[src/rtl/parking_timestamp_log_if.sv]
// Gate and billing-side signal bundle for parking_timestamp_log.
// master drives the gate requests, slave (the logger) returns the records and status.
interface parking_timestamp_log_if #(
  parameter int unsigned SW = 2,
  parameter int unsigned TW = 8
);
  logic          entry_req;
  logic          entry_ack;
  logic          entry_err;
  logic [SW-1:0] entry_slot;
  logic          exit_req;
  logic [SW-1:0] exit_slot;
  logic          out_valid;
  logic          exit_err;
  logic [TW-1:0] time_in;
  logic [TW-1:0] time_out;
  logic [TW-1:0] time_total;
  logic [TW-1:0] cur_time;
  logic [SW:0]   occupancy;
  logic          full;
  logic          overstay;

  modport master (
    output entry_req, exit_req, exit_slot,
    input  entry_ack, entry_err, entry_slot, out_valid, exit_err, time_in, time_out,
           time_total, cur_time, occupancy, full, overstay
  );

  modport slave (
    input  entry_req, exit_req, exit_slot,
    output entry_ack, entry_err, entry_slot, out_valid, exit_err, time_in, time_out,
           time_total, cur_time, occupancy, full, overstay
  );
endinterface

[src/rtl/parking_timestamp_log.sv]
// Parking lot time base, per-slot entry stamps and exit duration records.
// Optional overstay flag enabled by defining PARK_OVERSTAY_EN.
module parking_timestamp_log #(
  parameter int unsigned SLOTS    = 4,
  parameter int unsigned SW       = 2,
  parameter int unsigned TW       = 8,
  parameter int unsigned TICK_DIV = 16,
  parameter int unsigned MAX_STAY = 200
) (
  input logic                   clk,
  input logic                   rst_n,
  parking_timestamp_log_if.slave park_io
);

  localparam int unsigned PW = (TICK_DIV > 1) ? $clog2(TICK_DIV) : 1;

  logic [PW-1:0]    pre_q, pre_d;
  logic [TW-1:0]    cur_time_q, cur_time_d;
  logic [SLOTS-1:0] occ_q, occ_d;
  logic [SW:0]      cnt_q, cnt_d;
  logic [TW-1:0]    stamp_q [SLOTS];

  logic          entry_ack_q, entry_err_q, out_valid_q, exit_err_q;
  logic [SW-1:0] entry_slot_q;
  logic [TW-1:0] time_in_q, time_out_q, time_total_q;

  logic          tick, full, entry_ok, exit_ok, free_found, exit_hit;
  logic [SW-1:0] free_idx;
  logic [TW-1:0] exit_stamp, total_d;

  assign full = (cnt_q == (SW+1)'(SLOTS));
  assign tick = (pre_q == PW'(TICK_DIV - 1));

  // Downward scan so the lowest-index free slot wins.
  always_comb begin
    free_found = 1'b0;
    free_idx   = '0;
    for (int i = int'(SLOTS) - 1; i >= 0; i--) begin
      if (!occ_q[i]) begin
        free_found = 1'b1;
        free_idx   = SW'(i);
      end
    end
  end

  always_comb begin
    exit_hit   = 1'b0;
    exit_stamp = '0;
    for (int i = 0; i < int'(SLOTS); i++) begin
      if (park_io.exit_slot == SW'(i) && occ_q[i]) begin
        exit_hit   = 1'b1;
        exit_stamp = stamp_q[i];
      end
    end
  end

  always_comb begin
    entry_ok   = park_io.entry_req && !full && free_found;
    exit_ok    = park_io.exit_req && exit_hit;
    total_d    = cur_time_q - exit_stamp;
    pre_d      = tick ? '0 : pre_q + PW'(1);
    cur_time_d = tick ? cur_time_q + TW'(1) : cur_time_q;
    // Allocation decided from pre-edge occupancy, so a slot freed this edge stays free.
    occ_d      = occ_q;
    if (exit_ok) begin
      occ_d[park_io.exit_slot] = 1'b0;
    end
    if (entry_ok) begin
      occ_d[free_idx] = 1'b1;
    end
    cnt_d = cnt_q + (SW+1)'(entry_ok) - (SW+1)'(exit_ok);
  end

  always_ff @(posedge clk or negedge rst_n) begin
    if (!rst_n) begin
      pre_q        <= '0;
      cur_time_q   <= '0;
      occ_q        <= '0;
      cnt_q        <= '0;
      entry_ack_q  <= 1'b0;
      entry_err_q  <= 1'b0;
      entry_slot_q <= '0;
      out_valid_q  <= 1'b0;
      exit_err_q   <= 1'b0;
      time_in_q    <= '0;
      time_out_q   <= '0;
      time_total_q <= '0;
      for (int i = 0; i < int'(SLOTS); i++) begin
        stamp_q[i] <= '0;
      end
    end else begin
      pre_q       <= pre_d;
      cur_time_q  <= cur_time_d;
      occ_q       <= occ_d;
      cnt_q       <= cnt_d;
      entry_ack_q <= entry_ok;
      entry_err_q <= park_io.entry_req && !entry_ok;
      out_valid_q <= exit_ok;
      exit_err_q  <= park_io.exit_req && !exit_ok;
      if (entry_ok) begin
        entry_slot_q <= free_idx;
      end
      if (exit_ok) begin
        time_in_q    <= exit_stamp;
        time_out_q   <= cur_time_q;
        time_total_q <= total_d;
      end
      for (int i = 0; i < int'(SLOTS); i++) begin
        if (entry_ok && free_idx == SW'(i)) begin
          stamp_q[i] <= cur_time_q;
        end
      end
    end
  end

`ifdef PARK_OVERSTAY_EN
  logic overstay_q;

  always_ff @(posedge clk or negedge rst_n) begin
    if (!rst_n) begin
      overstay_q <= 1'b0;
    end else begin
      overstay_q <= exit_ok && (32'(total_d) >= MAX_STAY);
    end
  end

  assign park_io.overstay = overstay_q;
`else
  assign park_io.overstay = 1'b0;
`endif

  assign park_io.entry_ack  = entry_ack_q;
  assign park_io.entry_err  = entry_err_q;
  assign park_io.entry_slot = entry_slot_q;
  assign park_io.out_valid  = out_valid_q;
  assign park_io.exit_err   = exit_err_q;
  assign park_io.time_in    = time_in_q;
  assign park_io.time_out   = time_out_q;
  assign park_io.time_total = time_total_q;
  assign park_io.cur_time   = cur_time_q;
  assign park_io.occupancy  = cnt_q;
  assign park_io.full       = full;

endmodule
[src/flat_wrapper.sv]
// flat-port wrapper written by rule: the top's interface ports become plain ports
module parking_timestamp_log_flat 
#(
  parameter int unsigned SLOTS    = 4,
  parameter int unsigned SW       = 2,
  parameter int unsigned TW       = 8,
  parameter int unsigned TICK_DIV = 16,
  parameter int unsigned MAX_STAY = 200
)
  (clk, rst_n, park_io_entry_req, park_io_exit_req, park_io_exit_slot, park_io_entry_ack, park_io_entry_err, park_io_entry_slot, park_io_out_valid, park_io_exit_err, park_io_time_in, park_io_time_out, park_io_time_total, park_io_cur_time, park_io_occupancy, park_io_full, park_io_overstay);
  parking_timestamp_log_if #(.SW(SW), .TW(TW)) park_io_i ();
  input logic clk;
  input logic rst_n;
  input wire logic [$bits(park_io_i.entry_req)-1:0] park_io_entry_req;
  input wire logic [$bits(park_io_i.exit_req)-1:0] park_io_exit_req;
  input wire logic [$bits(park_io_i.exit_slot)-1:0] park_io_exit_slot;
  output wire logic [$bits(park_io_i.entry_ack)-1:0] park_io_entry_ack;
  output wire logic [$bits(park_io_i.entry_err)-1:0] park_io_entry_err;
  output wire logic [$bits(park_io_i.entry_slot)-1:0] park_io_entry_slot;
  output wire logic [$bits(park_io_i.out_valid)-1:0] park_io_out_valid;
  output wire logic [$bits(park_io_i.exit_err)-1:0] park_io_exit_err;
  output wire logic [$bits(park_io_i.time_in)-1:0] park_io_time_in;
  output wire logic [$bits(park_io_i.time_out)-1:0] park_io_time_out;
  output wire logic [$bits(park_io_i.time_total)-1:0] park_io_time_total;
  output wire logic [$bits(park_io_i.cur_time)-1:0] park_io_cur_time;
  output wire logic [$bits(park_io_i.occupancy)-1:0] park_io_occupancy;
  output wire logic [$bits(park_io_i.full)-1:0] park_io_full;
  output wire logic [$bits(park_io_i.overstay)-1:0] park_io_overstay;
  assign park_io_i.entry_req = park_io_entry_req;
  assign park_io_i.exit_req = park_io_exit_req;
  assign park_io_i.exit_slot = park_io_exit_slot;
  assign park_io_entry_ack = park_io_i.entry_ack;
  assign park_io_entry_err = park_io_i.entry_err;
  assign park_io_entry_slot = park_io_i.entry_slot;
  assign park_io_out_valid = park_io_i.out_valid;
  assign park_io_exit_err = park_io_i.exit_err;
  assign park_io_time_in = park_io_i.time_in;
  assign park_io_time_out = park_io_i.time_out;
  assign park_io_time_total = park_io_i.time_total;
  assign park_io_cur_time = park_io_i.cur_time;
  assign park_io_occupancy = park_io_i.occupancy;
  assign park_io_full = park_io_i.full;
  assign park_io_overstay = park_io_i.overstay;
  parking_timestamp_log #(.SLOTS(SLOTS), .SW(SW), .TW(TW), .TICK_DIV(TICK_DIV), .MAX_STAY(MAX_STAY)) u_core (.clk(clk), .rst_n(rst_n), .park_io(park_io_i));
endmodule
[config.mk]
export PLATFORM = sky130hd
export DESIGN_NAME = parking_timestamp_log_flat
export DESIGN_NICKNAME = d
export VERILOG_FILES = /design/src/rtl/parking_timestamp_log_if.sv /design/src/rtl/parking_timestamp_log.sv /design/src/flat_wrapper.sv
export SDC_FILE = /design/constraint.sdc
export NUM_CORES = 1
export LEC_CHECK = 0
export BUFFER_PORTS_ARGS = -buffer_cell sky130_fd_sc_hd__buf_2
export CAP_MARGIN = 40
export CORE_MARGIN = 5
export CORE_UTILIZATION = 50
export DETAILED_ROUTE_END_ITERATION = 10
export HOLD_SLACK_MARGIN = 0.15
export PLACE_DENSITY = 0.71
export SYNTH_ARGS = -nofsm -noshare
export SYNTH_HDL_FRONTEND = slang
export SYNTH_SLANG_ARGS = --single-unit
[constraint.sdc]
create_clock -name clk -period 3.55 [get_ports clk]
set_clock_uncertainty 0.05 [all_clocks]
set_input_delay 0.71 -clock clk [delete_from_list [all_inputs] [get_ports clk]]
set_output_delay 0.71 -clock clk [all_outputs]
set_load 0.005 [all_outputs]
== Word level (Yosys, flattened, before mapping) ==
Cells that the tools add are included.
Word-level totals
  bits in registers: 81
  latch bits: 0
  memory bits (writable): 0
  memory bits (read-only): 0
  input bits: 6
  output and inout port bits: 43
  word-level logic and storage cells: 79
  memories kept: 0
Cells by class
  add/sub/neg operators: 5
  multiply operators: 0
  divide/modulo/power cells: 0
  magnitude comparators: 4
  equality and inequality tests: 8
  shifts and indexed selects: 0
  mux-type cells: 23
  bitwise logic cells: 3
  reduce and logical (&&, ||, !) cells: 20
Operators with widths (number)
  $mux W8: 4
  $logic_and A1 B1 Y1: 15
  $mux W4: 3
  $mux W1: 10
  $add A8 B1 Y8 const B: 1
  $eq A2 B2 Y1 const B: 4
  $mux W2: 4
  $sub A8 B8 Y8: 1
  $lt A2 B3 Y1 const B: 2
  $add A4 B1 Y4 const B: 1
  $and A4 B4 Y4: 1
  $demux W1 S2: 2
  $eq A2 B1 Y1 const B: 2
  $eq A4 B4 Y1 const B: 1
  $ge A2 B1 Y1 const B: 2
  $logic_not A2 Y1: 2
  $not A4 Y4: 1
  $or A4 B4 Y4: 1
  $add A3 B1 Y3: 1
  $eq A3 B3 Y1 const B: 1
  $logic_not A1 Y1: 3
  $sub A3 B1 Y3: 1

== Logic depth before layout (Yosys ltp) ==
Gate-level depths: netlist (run 1).
  depth in word-level cells: 10
  gate-level depth with buffers: 13
  mapped depth without buffers: 12

== Worst setup path after synthesis (run 1) ==
No wires, ideal clock.
  kind: in2reg
  start point: in park_io_exit_slot[0]
  end point: reg u_core.time_total_q[7], in the netlist u_core.park_io.time_total[7]
  arrival time: 2913 ps
  data required time: 3373 ps
  path slack: 459 ps
  cell stages on the path: 13
  buffers on the path: 2
  cells stage by stage: buf_2 and2_1 clkbuf_1 a22oi_1 nor2_1 a221oi_1 ha_1 nor2b_1 o311ai_0 nor3_1 o21ai_0 xnor2_1 o21ai_0
Between the ends
  cells in the longest elaborated chain, start to end: 7
  elaborated cells on any way between the ends: 18
RTL lines
  start, declared: line flat_wrapper.sv:16  | input wire logic [$bits(park_io_i.exit_slot)-1:0] park_io_exit_slot;
  $logic_not A2 Y1: line parking_timestamp_log.sv:50  | if (park_io.exit_slot == SW'(i) && occ_q[i]) begin
  $logic_and A1 B1 Y1: line parking_timestamp_log.sv:50
  $mux W8 / $mux W1 (equally long branches) (4 in series): line parking_timestamp_log.sv:50
  $sub A8 B8 Y8 / $logic_and A1 B1 Y1 (equally long branches): line parking_timestamp_log.sv:60, parking_timestamp_log.sv:59
  end signal, assigned: line parking_timestamp_log.sv:106  | time_total_q <= total_d;
  end, declared: line parking_timestamp_log.sv:25  | logic [TW-1:0] time_in_q, time_out_q, time_total_q;
Parallel ways exist; a longest one is shown, timed or not.
A chain may end at the register's enable or synchronous reset.

== Final worst setup path (run 1) ==
  start point: reg u_core.occ_q[0]
  end point: reg u_core.time_total_q[4], in the netlist u_core.park_io.time_total[4]
Between the ends
  cells in the longest elaborated chain, start to end: 6
  elaborated cells on any way between the ends: 11
RTL lines
  start, declared: line parking_timestamp_log.sv:19  | logic [SLOTS-1:0] occ_q, occ_d;
  start signal, assigned: line parking_timestamp_log.sv:78  | occ_q <= '0;
  start signal, assigned: line parking_timestamp_log.sv:94  | occ_q <= occ_d;
  $logic_and A1 B1 Y1: line parking_timestamp_log.sv:50
  $mux W8 (4 in series): line parking_timestamp_log.sv:50
  net u_core.exit_stamp[0]: line parking_timestamp_log.sv:29  | logic [TW-1:0] exit_stamp, total_d;
  $sub A8 B8 Y8: line parking_timestamp_log.sv:60  | total_d = cur_time_q - exit_stamp;
The timed path passes the listed nets, and every way through them passes these cells.

==> results of run 1 <==
worst max-delay path, delay by kind of cell (launching register included):
| kind | cells | cell delay, ps |
|---|---|---|
| DFF | 1 | 490 |
| adders and majority gates | 2 | 640 |
| buffers and inverters | 2 | 170 |
| xor gates and xnor gates | 1 | 180 |
| and+or+nand+nor | 2 | 430 |
| AOI/OAI and AO/OA | 5 | 940 |
registers in the layout, summed over array words and instances (netlist names), 3 cells and up:
register	cells
u_core.park_io.cur_time	8
u_core.occ_q	4
u_core.park_io.time_out	8
u_core.pre_q	4
u_core.stamp_q	32
u_core.park_io.occupancy	3
u_core.park_io.time_total	8
u_core.park_io.time_in	8
power by group through the flow:
stage               Sequential [mW]  Combinational (mW)  Clock [mW]
finish                         1.19               0.631       0.798
global route                   1.21               0.710       0.862
CTS                            1.19               0.643       0.822
detailed placement             1.21               0.640           0
global placement               1.20               0.624           0
floorplan                      1.19               0.437           0
kinds of logic after synthesis:
logic type	Yosys count	share of synthesized area [%]
other	1	0.101
and+or+nand+nor	102	13.2
muxes	33	11.0
adders and majority gates	13	4.70
AOI/OAI and AO/OA	52	8.80
xor gates and xnor gates	17	4.00
DFF	81	54.4
buffers and inverters	32	3.86
Yosys cell counts, types with 2 or more instances:
cell	n	area (µm²)
fa_1	2	40.0
nor2_1	12	45.0
inv_1	12	45.0
nand2b_1	2	12.5
nand3b_1	2	15.0
a22oi_1	8	60.1
buf_2	4	20.0
clkbuf_1	10	37.5
buf_6	2	22.5
o21ai_0	24	120
nand2_1	55	206
a21oi_1	7	35.0
nand4_1	4	25.0
and2_1	2	12.5
and3_1	3	18.8
dfrtp_1	81	2030
a221oi_1	7	61.3
mux2_4	7	105
xor2_1	5	43.8
mux2_2	25	282
buf_1	3	11.3
ha_1	10	125
nor2b_1	2	12.5
xnor2_1	12	105
nand3_1	8	40.0
worst paths after layout:
kind                                             from                      endpoint  slack, ps  cells past startpoint
hold / removal                                  rst_n       u_core.park_io.exit_err        290                      1
min in group clk           u_core.park_io.time_out[1]    u_core.park_io.time_out[1]        420                      2
max in group asynchronous                       rst_n            u_core.stamp_q[24]       2570                      2
setup reg to reg                      u_core.occ_q[0]  u_core.park_io.time_total[4]        530                     12
hold reg to reg            u_core.park_io.time_out[1]    u_core.park_io.time_out[1]        420                      2
setup / recovery                      u_core.occ_q[0]  u_core.park_io.time_total[4]        530                     12
per-stage QoR:
step / hold WS [ps] / setup WS [ps]
after floorplan: 364 / 459
after global placement: 404 / 323
after detailed placement: 406 / 226
after CTS: 289 / 519
after global routing: 313 / 172
final: 286 / 525
area by class of cell:
class	instances	area, µm²
Fill cell	613	2970
Sequential cell	81	2030
Multi-Input combinational cell	218	1560
Timing Repair Buffer	52	288
Clock buffer	10	128
Tap cell	99	124
Clock inverter	6	116
Inverter	12	45.0
routing by layer:
metal / global-route usage (%) / part of all wire [%] / vias up / routed length, µm
met5: 0 / 0 / - / 0
met4: 6.43 / 1.5 / 0 / 113
met3: 3.44 / 3.7 / 10 / 276
met1: 24.8 / 46 / 1215 / 3480
li1: - / - / 1222 / -
met2: 29.2 / 48 / 46 / 3640
==> impl_metrics.yaml, run 1 <==
logic_synthesis:
  yosysUniqueCellTypes: 47
  ys_seq_elements: 81
  ys_warn_count: 0
  yosysSeqAreaShare_pct: 54.4
  async_reset_ff_share_pct: 100
  synth_edf_count: 0
  syn_area_um2: 3730
  synthCells: 331
  syn-num-nets: 349
  ys.flop_type: "dfrtp_1"
  synth.avg_cell_area_um2: 11.3
global_routing:
  antenna_found_initial: 0
  grt_pass1_vias: 2551
  grt_overflow: 0
  grt_pass1_wl_mm: 12.8
  grt_max_degree: 44
  grt_usage_pct: 18.2
finish:
  area_growth_pct: 14.9
  drive_above_1_share_pct: 27.7
  nets: 392
  layout_common_cells: "81 x dfrtp_1, 55 x nand2_1, 46 x buf_2"
  diodes: 0
  final_common_cell: "dfrtp_1"
  instances_no_fill: 478
  final_cell_area_um2: 4280
  final_util_pct: 59.0
place:
  place_area_um2: 4040
  dp_cells: 462
  io_buffers: 47
  gp_congestion: 0.878
  dp_hpwl_mm: 5.37
cts:
  path_clk_slew_ps: 80
  postCtsSetupBuffers: 0
  cts_resized: 0
  holdBufCountCts: 0
  tritoncts: "built"
  cts_sinks: 81
  cts_root_buf: "clkbuf_8"
  numCtsBuffers: 9
  clockBufferDepth: 2
  cts_htree_levels: 3
  worstSkewPairLatency_ps: 340
critical_path:
  slowest_delay_ps: 490
  cp-end-kind: "register"
  crit_path_top_delay_cell: "dfrtp_1"
  critPathKind: "register to register"
  cp_max_fo: 7
  crit_chain: "inv_1 > nor2_1 > a22oi_1 > o21ai_0 > ha_1 > inv_1 > fa_1 > nand2_1 > a211oi_1 > a311oi_1 > xor2_1 > o21ai_0"
  crit_required_ps: 3720
  crit_arrival_ps: 3190
  startpoint_type: "register"
timing:
  min_period_over_period_pct: 85.2
  hold_viol_final: 0
  worst_pin_slew_ps: 764
  rsz0062_at_grt: "no"
  fmax_mhz: 331
  period_needed_ps: 3020
  slew_viol_final: 0
  tns_ps: 0
  relSlewSlack_pct: 48.8
  setup_viol: 0
pwr:
  vdd_drop_max_mv: 0.345
  sequentialPowerShare_pct: 45.5
  clock_power_share_pct: 30.4
  p_leak_nw: 2.13
  switchingPower_mw: 0.776
  p_sw_share_pct: 29.6
  power.internal_mw: 1.85
  power_density_nw_per_um2: 612
  combPwrFrac_pct: 24.1
  totalPowerFinal_mw: 2.62
drt:
  firstDrtPassIters: 5
  drtIter0Drc: 115
  wl_per_cell_um: 15.7
  ant_nets: 0
  drc: 0
  wl_mm: 7.52
  num_vias: 2493
  vias_per_cell: 5.22
floorplanning:
  rows: 31
  die_area_um2: 9280
  ios: 49
  die_h_um: 96.3
  die_w_um: 96.3
  start_util_pct: 51.4
  coreArea_um2: 7250
job:
  cap_violations: 0
hold_path:
  hp-class: "input port to async pin"
outcome:
  run_status: "completed"
Note: power is estimated with default switching activity, not from simulation.
==> inputs of run 2 (changes only) <==
--- a/config.mk
+++ b/config.mk
@@ -8,10 +8,10 @@
 export BUFFER_PORTS_ARGS = -buffer_cell sky130_fd_sc_hd__buf_2
 export CAP_MARGIN = 40
 export CORE_MARGIN = 5
-export CORE_UTILIZATION = 50
+export CORE_UTILIZATION = 57
 export DETAILED_ROUTE_END_ITERATION = 10
 export HOLD_SLACK_MARGIN = 0.15
-export PLACE_DENSITY = 0.71
+export PLACE_DENSITY = 0.79
 export SYNTH_ARGS = -nofsm -noshare
 export SYNTH_HDL_FRONTEND = slang
 export SYNTH_SLANG_ARGS = --single-unit
==> impl_metrics.yaml, run 2 (synthesis results as in run 1) <==
timing:
  rsz0062_at_grt: "no"
  tns_ps: 0
  setup_viol: 0
  slew_viol_final: 0
  period_needed_ps: 3070
  hold_viol_final: 0
  min_period_over_period_pct: 86.5
  relSlewSlack_pct: 51.2
  worst_pin_slew_ps: 728
  fmax_mhz: 326
global_routing:
  grt_overflow: 0
  antenna_found_initial: 0
  grt_usage_pct: 19.9
  grt_pass1_wl_mm: 13.0
  grt_max_degree: 43
  grt_pass1_vias: 2584
finish:
  top_register: "u_core.stamp_q"
  final_cell_area_um2: 4230
  largest_reg_flops: 32
  final_common_cell: "dfrtp_1"
  drive_above_1_share_pct: 27.8
  layout_common_cells: "81 x dfrtp_1, 55 x nand2_1, 46 x buf_2"
  area_growth_pct: 13.5
  diodes: 0
  nets: 391
place:
  place_area_um2: 4000
  io_buffers: 47
  gp_congestion: 0.805
  dp_hpwl_mm: 5.27
drt:
  wl_per_cell_um: 17.1
  vias_per_cell: 5.64
  drc: 0
  wl_mm: 7.77
  firstDrtPassIters: 4
  drtIter0Drc: 176
  num_vias: 2565
  ant_nets: 0
cts:
  clockBufferDepth: 2
  cts_htree_levels: 3
  postCtsSetupBuffers: 0
  cts_sinks: 81
  numCtsBuffers: 9
  cts_resized: 0
  cts_root_buf: "clkbuf_8"
  worstSkewPairLatency_ps: 350
  tritoncts: "built"
  holdBufCountCts: 0
  path_clk_slew_ps: 80
critical_path:
  crit_arrival_ps: 3250
  crit_required_ps: 3730
  cp_max_fo: 7
  r2r_slack_ps: 480
  startpoint_type: "register"
  critPathKind: "register to register"
  cp-end-kind: "register"
pwr:
  clock_power_share_pct: 28.5
  vdd_drop_max_mv: 0.433
  power.internal_mw: 1.78
  sequentialPowerShare_pct: 46.5
  p_sw_share_pct: 30.6
  switchingPower_mw: 0.784
  p_leak_nw: 2.12
  power_density_nw_per_um2: 605
  combPwrFrac_pct: 25.0
floorplanning:
  die_area_um2: 8250
  coreArea_um2: 6350
  ios: 49
  die_w_um: 90.9
  die_h_um: 90.9
  start_util_pct: 58.7
  rows: 29
hold_path:
  hp-class: "input port to async pin"
job:
  cap_violations: 0
outcome:
  run_status: "completed"
==> run 2: changes by cell type in the layout (fill, tap and decap cells not counted), sizes merged <==
cell / previous run / this run
clkbuf: 10 / 13
bufinv: 3 / 1
clkinv: 3 / 1
buf: 52 / 51
clkinvlp: 0 / 1
==> run 2: stage by stage <==
step	total power [mW]	hold WS [ps]	util (%)	setup slack (ps)	cells
after floorplan	1.63	364	-	459	331
after global placement	1.82	403	62.7	318	438
after detailed placement	1.85	406	63.1	177	439
after CTS	2.59	285	66.6	492	455
after global routing	2.74	308	66.6	160	455
final	2.56	289	66.6	480	455
==> run 2: worst paths after layout <==
path / startpoint / to / cells past startpoint
min in group clk: u_core.park_io.time_out[1] / u_core.park_io.time_out[1] / 2
worst min register to register: u_core.park_io.time_out[1] / u_core.park_io.time_out[1] / 2
max in group asynchronous: rst_n / u_core.pre_q[0] / 2
worst min-delay path: rst_n / u_core.stamp_q[7] / 1
worst max-delay path: u_core.occ_q[0] / u_core.park_io.time_total[4] / 12
worst max register to register: u_core.occ_q[0] / u_core.park_io.time_total[4] / 12
==> run 2: area by class of cell <==
type | instances | area, µm²
Inverter | 12 | 45.0
Multi-Input combinational cell | 218 | 1560
Tap cell | 77 | 96.3
Timing Repair Buffer | 51 | 280
Clock inverter | 3 | 46.3
Clock buffer | 13 | 179
Sequential cell | 81 | 2030
Fill cell | 486 | 2120
==> run 2: power by group through the flow <==
stage	logic, mW	registers, mW	clock network [mW]
finish	0.640	1.19	0.730
global route	0.729	1.22	0.791
CTS	0.652	1.19	0.744
detailed placement	0.640	1.21	0
global placement	0.620	1.20	0
floorplan	0.437	1.19	0
==> run 2: per-layer routing <==
layer / wire length [µm] / track usage (%) / vias to the layer above
met1: 3540 / 27.3 / 1270
met3: 371 / 4.33 / 10
met2: 3740 / 30.6 / 64
li1: - / - / 1221
met5: 0 / 0 / -
met4: 119 / 8.56 / 0
==> run 2: worst max-delay path, stage by stage (launching register included) <==
cell and delay, ps:
dfrtp_1 480, inv_1 100, nor2_1 390, a22oi_1 120, o21ai_0 300, ha_1 230
inv_1 60, fa_1 410, nand2_1 90, a211oi_1 60, a311oi_1 410, xor2_1 170
o21ai_0 80
